**config.mk**
```make
export PLATFORM = sky130hd
export DESIGN_NAME = async_fifo
export DESIGN_NICKNAME = d
export VERILOG_FILES = /design/src/rtl/async_fifo.sv
export SDC_FILE = /design/constraint.sdc
export NUM_CORES = 1
export LEC_CHECK = 0
export ABC_AREA = 1
export BUFFER_PORTS_ARGS = -buffer_cell sky130_fd_sc_hd__buf_4
export CAP_MARGIN = 30
export CORE_MARGIN = 3
export CORE_UTILIZATION = 35
export CTS_BUF_LIST = sky130_fd_sc_hd__clkbuf_4 sky130_fd_sc_hd__clkbuf_8
export DETAILED_ROUTE_END_ITERATION = 12
export HOLD_SLACK_MARGIN = 0.02
export SYNTH_ARGS = -nofsm -noshare
export SYNTH_HDL_FRONTEND = slang
export SYNTH_SLANG_ARGS = --single-unit
```
**constraint.sdc**
```tcl
create_clock -name clk -period 4.5 [get_ports clk]
set_input_delay 0.9 -clock clk [delete_from_list [all_inputs] [get_ports clk]]
set_output_delay 0.9 -clock clk [all_outputs]
set_load 0.005 [all_outputs]
```
**src/rtl/async_fifo.sv**
```systemverilog
// async_fifo: single-clock show-ahead FIFO, DP x W, with full/afull/empty/aempty flags
// selectable as pointer-derived combinational or flop-driven outputs. Rev 1.0
`timescale 1ns/1ps
`default_nettype none

module async_fifo #(
  parameter int W       = 8,
  parameter int DP      = 4,
  parameter int WR_FAST = 1,
  parameter int RD_FAST = 1
) (
  input  logic         clk,
  input  logic         reset_n,
  input  logic         wr_en,
  input  logic [W-1:0] wr_data,
  output logic         full,
  output logic         afull,
  input  logic         rd_en,
  output logic [W-1:0] rd_data,
  output logic         empty,
  output logic         aempty
);

  localparam int AW = $clog2(DP);
  localparam int PW = AW + 1;

  localparam logic [PW-1:0] OCC_FULL   = PW'(DP);
  localparam logic [PW-1:0] OCC_AFULL  = PW'(DP - 1);
  localparam logic [PW-1:0] OCC_AEMPTY = PW'(1);
  localparam logic [PW-1:0] OCC_EMPTY  = '0;

  logic [W-1:0]  r_mem [DP];
  logic [PW-1:0] r_wr_ptr;
  logic [PW-1:0] r_rd_ptr;
  logic [PW-1:0] w_wr_ptr_nxt;
  logic [PW-1:0] w_rd_ptr_nxt;
  logic          w_push;
  logic          w_pop;

  // Blocked requests are simply dropped; the flags gate both sides.
  assign w_push = wr_en & ~full;
  assign w_pop  = rd_en & ~empty;

  assign w_wr_ptr_nxt = r_wr_ptr + {{AW{1'b0}}, w_push};
  assign w_rd_ptr_nxt = r_rd_ptr + {{AW{1'b0}}, w_pop};

  always_ff @(posedge clk or negedge reset_n) begin
    if (!reset_n) begin
      r_wr_ptr <= '0;
      r_rd_ptr <= '0;
    end else begin
      r_wr_ptr <= w_wr_ptr_nxt;
      r_rd_ptr <= w_rd_ptr_nxt;
    end
  end

  always_ff @(posedge clk) begin
    if (w_push) begin
      r_mem[r_wr_ptr[AW-1:0]] <= wr_data;
    end
  end

  assign rd_data = r_mem[r_rd_ptr[AW-1:0]];

  generate
    if (WR_FAST != 0) begin : g_wr_fast
      logic [PW-1:0] w_occ;
      assign w_occ = r_wr_ptr - r_rd_ptr;
      assign full  = (w_occ == OCC_FULL);
      assign afull = (w_occ >= OCC_AFULL);
    end else begin : g_wr_reg
      // Flops are loaded from next-state pointers so they match the fast path each cycle.
      logic [PW-1:0] w_occ_nxt;
      logic          r_full;
      logic          r_afull;
      assign w_occ_nxt = w_wr_ptr_nxt - w_rd_ptr_nxt;
      always_ff @(posedge clk or negedge reset_n) begin
        if (!reset_n) begin
          r_full  <= 1'b0;
          r_afull <= 1'b0;
        end else begin
          r_full  <= (w_occ_nxt == OCC_FULL);
          r_afull <= (w_occ_nxt >= OCC_AFULL);
        end
      end
      assign full  = r_full;
      assign afull = r_afull;
    end
  endgenerate

  generate
    if (RD_FAST != 0) begin : g_rd_fast
      logic [PW-1:0] w_occ;
      assign w_occ  = r_wr_ptr - r_rd_ptr;
      assign empty  = (w_occ == OCC_EMPTY);
      assign aempty = (w_occ <= OCC_AEMPTY);
    end else begin : g_rd_reg
      logic [PW-1:0] w_occ_nxt;
      logic          r_empty;
      logic          r_aempty;
      assign w_occ_nxt = w_wr_ptr_nxt - w_rd_ptr_nxt;
      always_ff @(posedge clk or negedge reset_n) begin
        if (!reset_n) begin
          r_empty  <= 1'b1;
          r_aempty <= 1'b1;
        end else begin
          r_empty  <= (w_occ_nxt == OCC_EMPTY);
          r_aempty <= (w_occ_nxt <= OCC_AEMPTY);
        end
      end
      assign empty  = r_empty;
      assign aempty = r_aempty;
    end
  endgenerate

endmodule

`default_nettype wire

```
==> results of run 1 <==
==> worst max-delay path, stage by stage (launching register included) <==
cell     delay, ps
dfrtp_1        760
ha_1           280
fa_1           450
nand2_1         80
inv_1           60
nand2_1         90
inv_1           40
buf_4          120
==> where the power goes <==
group	leakage [uW]	total (uW)	internal (uW)	switching (uW)
sequential	0.000363	569	491	78.2
clock	0.0000472	237	123	114
combinational	0.000364	559	256	303
total	0.000774	1370	870	496
==> metal layers <==
layer,up-vias,part of all wire,GRT usage
met5,-,0,0
met4,0,0.010,0.0430
met3,5,0.065,0.0399
met2,30,0.49,0.199
met1,452,0.44,0.153
li1,482,-,-
==> final timing paths <==
kind | from | endpoint | slack [ps] | cells after the start
min reg2reg | r_wr_ptr[2]$_DFF_PN0_ | r_wr_ptr[2]$_DFF_PN0_ | 500 | 1
max | r_rd_ptr[0]$_DFF_PN0_ | empty | 1430 | 7
max in group asynchronous | reset_n | r_rd_ptr[0]$_DFF_PN0_ | 3990 | 1
min in group clk | r_wr_ptr[2]$_DFF_PN0_ | r_wr_ptr[2]$_DFF_PN0_ | 500 | 1
min | reset_n | r_wr_ptr[1]$_DFF_PN0_ | 400 | 1
max reg2reg | r_rd_ptr[0]$_DFF_PN0_ | r_mem[2][1]$_DFFE_PP_ | 1710 | 7
==> sequential cells by signal (all words and copies together) (netlist names) <==
name,flops
r_mem,32
r_rd_ptr,3
r_wr_ptr,3
==> cell usage after synthesis <==
library cell	count
edfxtp_1	32
nor2_1	21
inv_1	13
o21ai_0	13
nand2_1	12
o22ai_1	8
dfrtp_1	6
ha_1	5
o21ai_2	3
buf_6	2
xor2_1	2
fa_1	1
inv_2	1
nand2_2	1
nand3_1	1
nand3_2	1
o21ai_1	1
==> logic make-up (layout without fill, tap and decap cells) <==
family | count (synthesis) | after routing | share of synthesized area
AO/OA/AOI/OAI | 25 | 25 | 0.0928
XOR/XNOR | 2 | 2 | 0.0111
adder cells (fa/ha/maj) | 6 | 6 | 0.0523
buffers and inverters | 16 | 45 | 0.0476
flip-flops | 38 | 38 | 0.704
AND/OR/NAND/NOR | 36 | 36 | 0.0920
==> cell type report <==
type | instances | area share
flip-flops and latches | 38 | 0.589
multi-input cells | 69 | 0.208
repair buffers | 23 | 0.0916
clock buffers | 6 | 0.0438
well taps | 50 | 0.0332
inverters | 14 | 0.0279
clock inverters | 2 | 0.00664
==> through the flow <==
stage                     cells  area (um2)  setup slack [ps]  utilization  hold slack [ps]
after floorplan             123        1580              2170            -              463
after global placement      194        1790              1730        0.429              483
after detailed placement    194        1790              1640        0.429              482
after CTS                   202        1890              1390        0.452              397
after global routing        202        1890              1250        0.452              386
final                       202        1890              1430        0.452              403
==> metrics.txt, run 1 <==
CTS H-Tree Depth 2; Leak 0.000774 uW; fmax 326 MHz; maxcap violations 0; CP Capture Type primary output; first-pass GRT wire length 4790 um; post-CTS setup buffer count 0; status finished clean; crit-path max FO 19; VDD IR max 0.455 mV; initial core utilization 0.378; DR vias 969; # clock sinks 38; #FFs+latches synth 38; Yosys cell types 17; NumNets Final 169; post-DP HPWL 2040 um; Worst Skew 8.02 ps; vias in the first global route 982; RSZ-0062 raised after global routing false; total global routing track utilization 0.122; Syn Inst Count 123; hold_buf cts 0; area of the multi-input gates 392 um2; Worst-Skew Late Latency 290 ps; root buffer cell clkbuf_8; IO buf count 23; die area 5350 um2; Routed WL 2890 um; Worst Hold Class in2async; Initial DRT Pass Iterations 4; largest net degree at the start of global routing 20; fraction of layout cells with a size suffix above 1 0.243; Clk pin slew, worst setup/hold paths 70 ps; Slew Viols, Final 0; gr ovfl total 0; CTS buffer count 5; Wirelength per Cell 14.3 um; CTS tree yes; syn_area_per_cell 12.8 um2; Final setup violation count 0; chip height 73.1 um; minimum clock period 3070 ps; Final Power 1370 uW; n_diodes 0; Vias/cell 4.80; fin crit share 0.682; startpoint type of the worst setup path flip-flop; post_cts resized 0; fillcell total 387; DRC 0; Die X 73.1 um; initial antenna violation count 0; io pins 24; most common cell after layout, fill and taps aside edfxtp_1; top-area cell type share of the netlist area 0.609; Iter 0 DRT Violations 39; Fin. Hold Viols 0; Synth Net Count 141; core area 4170 um2; pwr/cell area 724 nW/um2; sequential share of the synthesized area 0.704; Routability Congestion 0.713; area leader, netlist edfxtp_1; Worst-Margin Slew 798 ps; most frequent cells in the layout 32 x edfxtp_1, 23 x buf_4, 21 x nor2_1, 13 x inv_1, 13 x o21ai_0; Synth area leaders edfxtp_1 61%, dfrtp_1 9.5%, nor2_1 5.0%; row count 23; P&R area growth vs syn 19.5%; remaining antenna violation count 0; clock buffer depth 2; CP Class reg2out; FF+latch area 1110 um2; Yosys warnings 0; critical path arrival 2170 ps; post-synthesis cell area 1580 um2; Final TNS setup 0 ps; max_slew headroom 0.466; Worst Path Required 3600 ps
Note: power is estimated with default switching activity, not from simulation.
==> inputs of run 2 (changes only) <==
- clock period: 4.5 -> 2.56 ns (I/O delays scaled with it)
==> metrics.txt, run 2 (synthesis gave the netlist of run 1 again) <==
status finished clean (unchanged); Worst Hold Class in2reg (was in2async); maxcap violations 0 (unchanged); Hold Path Origin wr_data[7]; Final Power 2470 uW (was 1370 uW); fillcell total 399 (was 387); Routed WL 2970 um (was 2890 um); worst reg-to-reg setup slack 390 ps (was 1710 ps); Hold Path End r_mem[2][7]$_DFFE_PP_; # clock sinks 38 (unchanged); most common cell after layout, fill and taps aside edfxtp_1 (unchanged); Leak 0.000815 uW (was 0.000774 uW); Worst Path Required 2050 ps (was 3600 ps); fin crit share 0.932; RSZ-0062 raised after global routing false (unchanged); met1 Use GR 0.143 (was 0.153); Wirelength per Cell 14.1 um (was 14.3 um); met3 Track Usage GR 0.0537 (was 0.0399); number of flip-flops in the largest register 32 (unchanged); chip height 73.1 um (unchanged); io pins 24 (unchanged); CTS tree yes (unchanged); root buffer cell clkbuf_8 (unchanged); post-DP HPWL 2050 um (was 2040 um); row count 23 (unchanged); clock buffer depth 2 (unchanged); remaining antenna violation count 0 (unchanged); CTS buffer count 5 (unchanged); Slew Viols, Final 0 (unchanged); post_cts resized 0 (unchanged); fmax 419 MHz; reg2reg end r_wr_ptr[2]$_DFF_PN0_ (was r_mem[2][1]$_DFFE_PP_); gr ovfl total 0 (unchanged); IO buf count 23 (unchanged); vias in the first global route 1047 (was 982); VDD IR max 0.802 mV (was 0.455 mV); crit-path max FO 3 (was 19); first-pass GRT wire length 4880 um (was 4790 um); Clk pin slew, worst setup/hold paths 70 ps (about the same); busiest layer in global routing met2 (unchanged); initial antenna violation count 0 (unchanged); Final setup violation count 0 (unchanged); die area 5350 um2 (unchanged); most frequent cells in the layout 32 x edfxtp_1, 30 x buf_4, 21 x nor2_1, 13 x inv_1, 13 x o21ai_0 (was 32 x edfxtp_1, 23 x buf_4, 21 x nor2_1, 13 x inv_1, 13 x o21ai_0); Final TNS setup 0 ps (unchanged); worst-case reg-to-reg path depth 11 (was 7); Worst-Margin Slew 293 ps (was 798 ps); core area 4170 um2 (unchanged); Iter 0 DRT Violations 35 (was 39); Worst Skew 7.77 ps (was 8.02 ps); Die X 73.1 um (unchanged); Initial DRT Pass Iterations 4 (unchanged); r2r startpoint r_wr_ptr[0]$_DFF_PN0_ (was r_rd_ptr[0]$_DFF_PN0_); Vias/cell 4.82 (was 4.80); critical path arrival 1870 ps (was 2170 ps); total global routing track utilization 0.127 (was 0.122); CP Capture Type primary output (unchanged); n_diodes 0 (unchanged); M2 GR Usage 0.215 (was 0.199); DRC 0 (unchanged); initial core utilization 0.378 (unchanged); pwr/cell area 1270 nW/um2 (was 724 nW/um2); Routability Congestion 0.757 (was 0.713); fraction of layout cells with a size suffix above 1 0.275 (was 0.243); hold depth 1; DR vias 1012 (was 969); Fin. Hold Viols 0 (unchanged); minimum clock period 2390 ps; Worst-Skew Late Latency 290 ps (about the same); NumNets Final 177 (was 169); largest net degree at the start of global routing 19 (was 20); CTS H-Tree Depth 2 (unchanged); CP Class reg2out (unchanged); P&R area growth vs syn 23.2% (was 19.5%); startpoint type of the worst setup path flip-flop (unchanged); max_slew headroom 0.805 (was 0.466)
## run 2: changes by cell type in the layout (fill, tap and decap cells not counted)
cell / before / now
clkbuf_8: 6 / 5
clkinvlp_4: 1 / 0
dlygate4sd3_1: 0 / 1
buf_4: 23 / 30
clkbuf_4: 0 / 1
clkinv_4: 0 / 1
## run 2: where the power goes
part	switching, uW	internal, uW	leakage [uW]
sequential	65.8	862	0.000363
clock	194	202	0.0000486
combinational	636	509	0.000404
total	896	1570	0.000815
## run 2: area by class of cell
cell class,instances,area (um2),share of cell area
Sequential cell,38,1110,0.572
Multi-Input combinational cell,69,392,0.202
Timing Repair Buffer,31,235,0.121
Clock buffer,6,76.3,0.0393
Tap cell,50,62.6,0.0322
Inverter,14,52.6,0.0270
Clock inverter,2,13.8,0.00708
## run 2: worst max-delay path, cell delays in order, from the launching register on
cell,delay (ps)
dfrtp_1,350
inv_1,70
ha_1,210
fa_1,390
inv_1,60
nand3_1,120
nand2_1,130
inv_1,50
nor2_1,90
buf_4,120
## run 2: through the flow
step	instances	setup slack, ps	area, um2	utilization	hold slack, ps
after floorplan	123	435	1580	-	216
after global placement	200	431	1840	0.440	322
after detailed placement	200	329	1840	0.440	324
after CTS	209	88.2	1940	0.464	406
after global routing	210	40.0	1940	0.466	394
final	210	174	1940	0.466	421
## run 2: how the worst max path moves through the flow
stage                          start               endpoint  depth (start not counted)
2_1_floorplan  r_rd_ptr[0]$_DFF_PN0_  r_mem[2][0]$_DFFE_PP_                          7
3_3_place_gp   r_wr_ptr[0]$_DFF_PN0_  r_wr_ptr[2]$_DFF_PN0_                         11
3_5_place_dp   r_wr_ptr[0]$_DFF_PN0_  r_wr_ptr[2]$_DFF_PN0_                         11
4_1_cts        r_wr_ptr[0]$_DFF_PN0_                 aempty                          9
5_1_grt        r_wr_ptr[0]$_DFF_PN0_                 aempty                          9
6_report       r_wr_ptr[0]$_DFF_PN0_                 aempty                          9
## run 2: repair_timing
action,CTS,global route
hold endpoints to repair,6,0
buffers inserted,0,1
endpoints found under the setup margin,0,4
hold buffers,1,0
## run 2: metal layers
layer  up-vias  wire length (um)
li1        497                 -
met1       481              1170
met2        29              1530
met3         5               228
met4         0                38
met5         -                 0
==> inputs of run 3 (changes only) <==
- RECOVER_POWER: unset -> 25
==> metrics.txt, run 3 (synthesis gave the netlist of run 1 again) <==
Slew Viols, Final 0 (unchanged); vias in the first global route 1047 (unchanged); Hold Path End r_mem[2][1]$_DFFE_PP_ (was r_mem[2][7]$_DFFE_PP_); post-DP HPWL 2050 um (unchanged); VDD IR max 0.802 mV (about the same); root buffer cell clkbuf_8 (unchanged); r2r startpoint r_wr_ptr[0]$_DFF_PN0_ (unchanged); Vias/cell 4.82 (about the same); Place WS 329 ps (unchanged); total global routing track utilization 0.127 (unchanged); status finished clean (unchanged); Leak 0.000794 uW (was 0.000815 uW); most common cell after layout, fill and taps aside edfxtp_1 (unchanged); Wirelength per Cell 14.1 um (unchanged); fmax 419 MHz (about the same); Worst Path Required 2050 ps (about the same); critical path, cell by cell inv_1 > ha_1 > fa_1 > inv_1 > nand3_1 > nand2_1 > inv_1 > nor2_1 > buf_4 (unchanged); minimum clock period 2380 ps (was 2390 ps); hold depth 1 (unchanged); CTS tree yes (unchanged); number of flip-flops in the largest register 32 (unchanged); Routed WL 2970 um (unchanged); Routability Congestion 0.757 (unchanged); Die X 73.1 um (unchanged); Fin. Hold Viols 0 (unchanged); Final setup violation count 0 (unchanged); fin crit share 0.931 (was 0.932); pwr/cell area 1280 nW/um2 (was 1270 nW/um2); first-pass GRT wire length 4880 um (unchanged); final instance area 1920 um2 (was 1940 um2); clock buffer depth 2 (unchanged); slowest CP cell fa_1 (unchanged); crit-path max cell delay 390 ps (about the same); remaining antenna violation count 0 (unchanged); chip height 73.1 um (unchanged); io pins 24 (unchanged); Clk pin slew, worst setup/hold paths 70 ps (about the same); most frequent cells in the layout 32 x edfxtp_1, 24 x buf_4, 21 x nor2_1, 13 x inv_1, 13 x o21ai_0 (was 32 x edfxtp_1, 30 x buf_4, 21 x nor2_1, 13 x inv_1, 13 x o21ai_0); CP Capture Type primary output (unchanged); CP Class reg2out (unchanged); maxcap violations 0 (unchanged); die area 5350 um2 (unchanged); gr ovfl total 0 (unchanged); worst setup margin 176 ps (was 174 ps); P&R area growth vs syn 21.7% (was 23.2%); Worst-Skew Late Latency 280 ps (was 290 ps); reg2reg end r_wr_ptr[2]$_DFF_PN0_ (unchanged); max_slew headroom 0.803 (was 0.805); Final TNS setup 0 ps (unchanged); DR vias 1013 (was 1012); Worst Hold Class in2reg (unchanged); Worst Skew 7.17 ps (was 7.77 ps); core area 4170 um2 (unchanged); worst reg-to-reg setup slack 390 ps (about the same); Iter 0 DRT Violations 36 (was 35); worst-case reg-to-reg path depth 11 (unchanged); fraction of layout cells with a size suffix above 1 0.238 (was 0.275); NumNets Final 177 (unchanged); CTS buffer count 5 (unchanged); initial antenna violation count 0 (unchanged); Core Util, Final 0.460 (was 0.466); Initial DRT Pass Iterations 4 (unchanged); largest net degree at the start of global routing 19 (unchanged); dpl cell area 1840 um2 (unchanged); initial core utilization 0.378 (unchanged); DRC 0 (unchanged); # clock sinks 38 (unchanged); RSZ-0062 raised after global routing false (unchanged); IO buf count 23 (unchanged); critical path arrival 1870 ps (about the same); crit-path max FO 3 (unchanged); CTS H-Tree Depth 2 (unchanged); row count 23 (unchanged); startpoint type of the worst setup path flip-flop (unchanged); n_diodes 0 (unchanged); most frequent CP cell inv_1 (unchanged); Worst-Margin Slew 295 ps (was 293 ps); Hold Path Origin wr_data[1] (was wr_data[7])
-- run 3: cell count changes in the layout (fill, tap and decap cells not counted) --
cell	before	now
buf_4	30	24
clkbuf_1	0	6
-- run 3: routing by layer --
| metal | wire (um) | vias up | global-route usage |
|---|---|---|---|
| li1 | - | 499 | - |
| met1 | 1170 | 480 | 0.143 |
| met2 | 1530 | 29 | 0.215 |
| met3 | 227 | 5 | 0.0537 |
| met4 | 38 | 0 | 0.0451 |
| met5 | 0 | - | 0 |
-- run 3: stage by stage --
| stage | total power (uW) | instances | hold slack, ps |
|---|---|---|---|
| after global placement | 2030 | 200 | 322 |
| final | 2460 | 210 | 427 |
| after detailed placement | 2090 | 200 | 324 |
| after global routing | 2690 | 210 | 410 |
| after CTS | 2500 | 209 | 406 |
| after floorplan | 1580 | 123 | 216 |
-- run 3: cell type report --
cell class              count  area, um2
clock buffers               6       76.3
well taps                  50       62.6
repair buffers             31        213
flip-flops and latches     38       1110
fillers                   400       2250
multi-input cells          69        392
inverters                  14       52.6
clock inverters             2       13.8
-- run 3: worst max path at each step --
stage                     startpoint                     to  slack, ps  cells past startpoint
6_report       r_wr_ptr[0]$_DFF_PN0_                 aempty        180                      9
5_1_grt        r_wr_ptr[0]$_DFF_PN0_                 aempty         40                      9
4_1_cts        r_wr_ptr[0]$_DFF_PN0_                 aempty         90                      9
3_5_place_dp   r_wr_ptr[0]$_DFF_PN0_  r_wr_ptr[2]$_DFF_PN0_        330                     11
3_3_place_gp   r_wr_ptr[0]$_DFF_PN0_  r_wr_ptr[2]$_DFF_PN0_        430                     11
2_1_floorplan  r_rd_ptr[0]$_DFF_PN0_  r_mem[2][0]$_DFFE_PP_        430                      7
-- run 3: timing repair --
| action | in CTS | in global routing |
|---|---|---|
| buffers inserted | 0 | 1 |
| hold buffers | 1 | 0 |
| endpoints found under the setup margin | 0 | 4 |
| hold endpoints to repair | 6 | 0 |
| gates resized for setup | 0 | 0 |
-- run 3: worst max-delay path, delay by kind of cell (launching register included) --
kind                     cells  cell delay, ps
adder cells (fa/ha/maj)      2             600
buffers and inverters        4             300
flip-flops                   1             350
AND/OR/NAND/NOR              3             340
-- run 3: power breakdown --
group          internal [uW]  switching, uW
Combinational            505            636
Clock                    202            193
Sequential               862           65.9
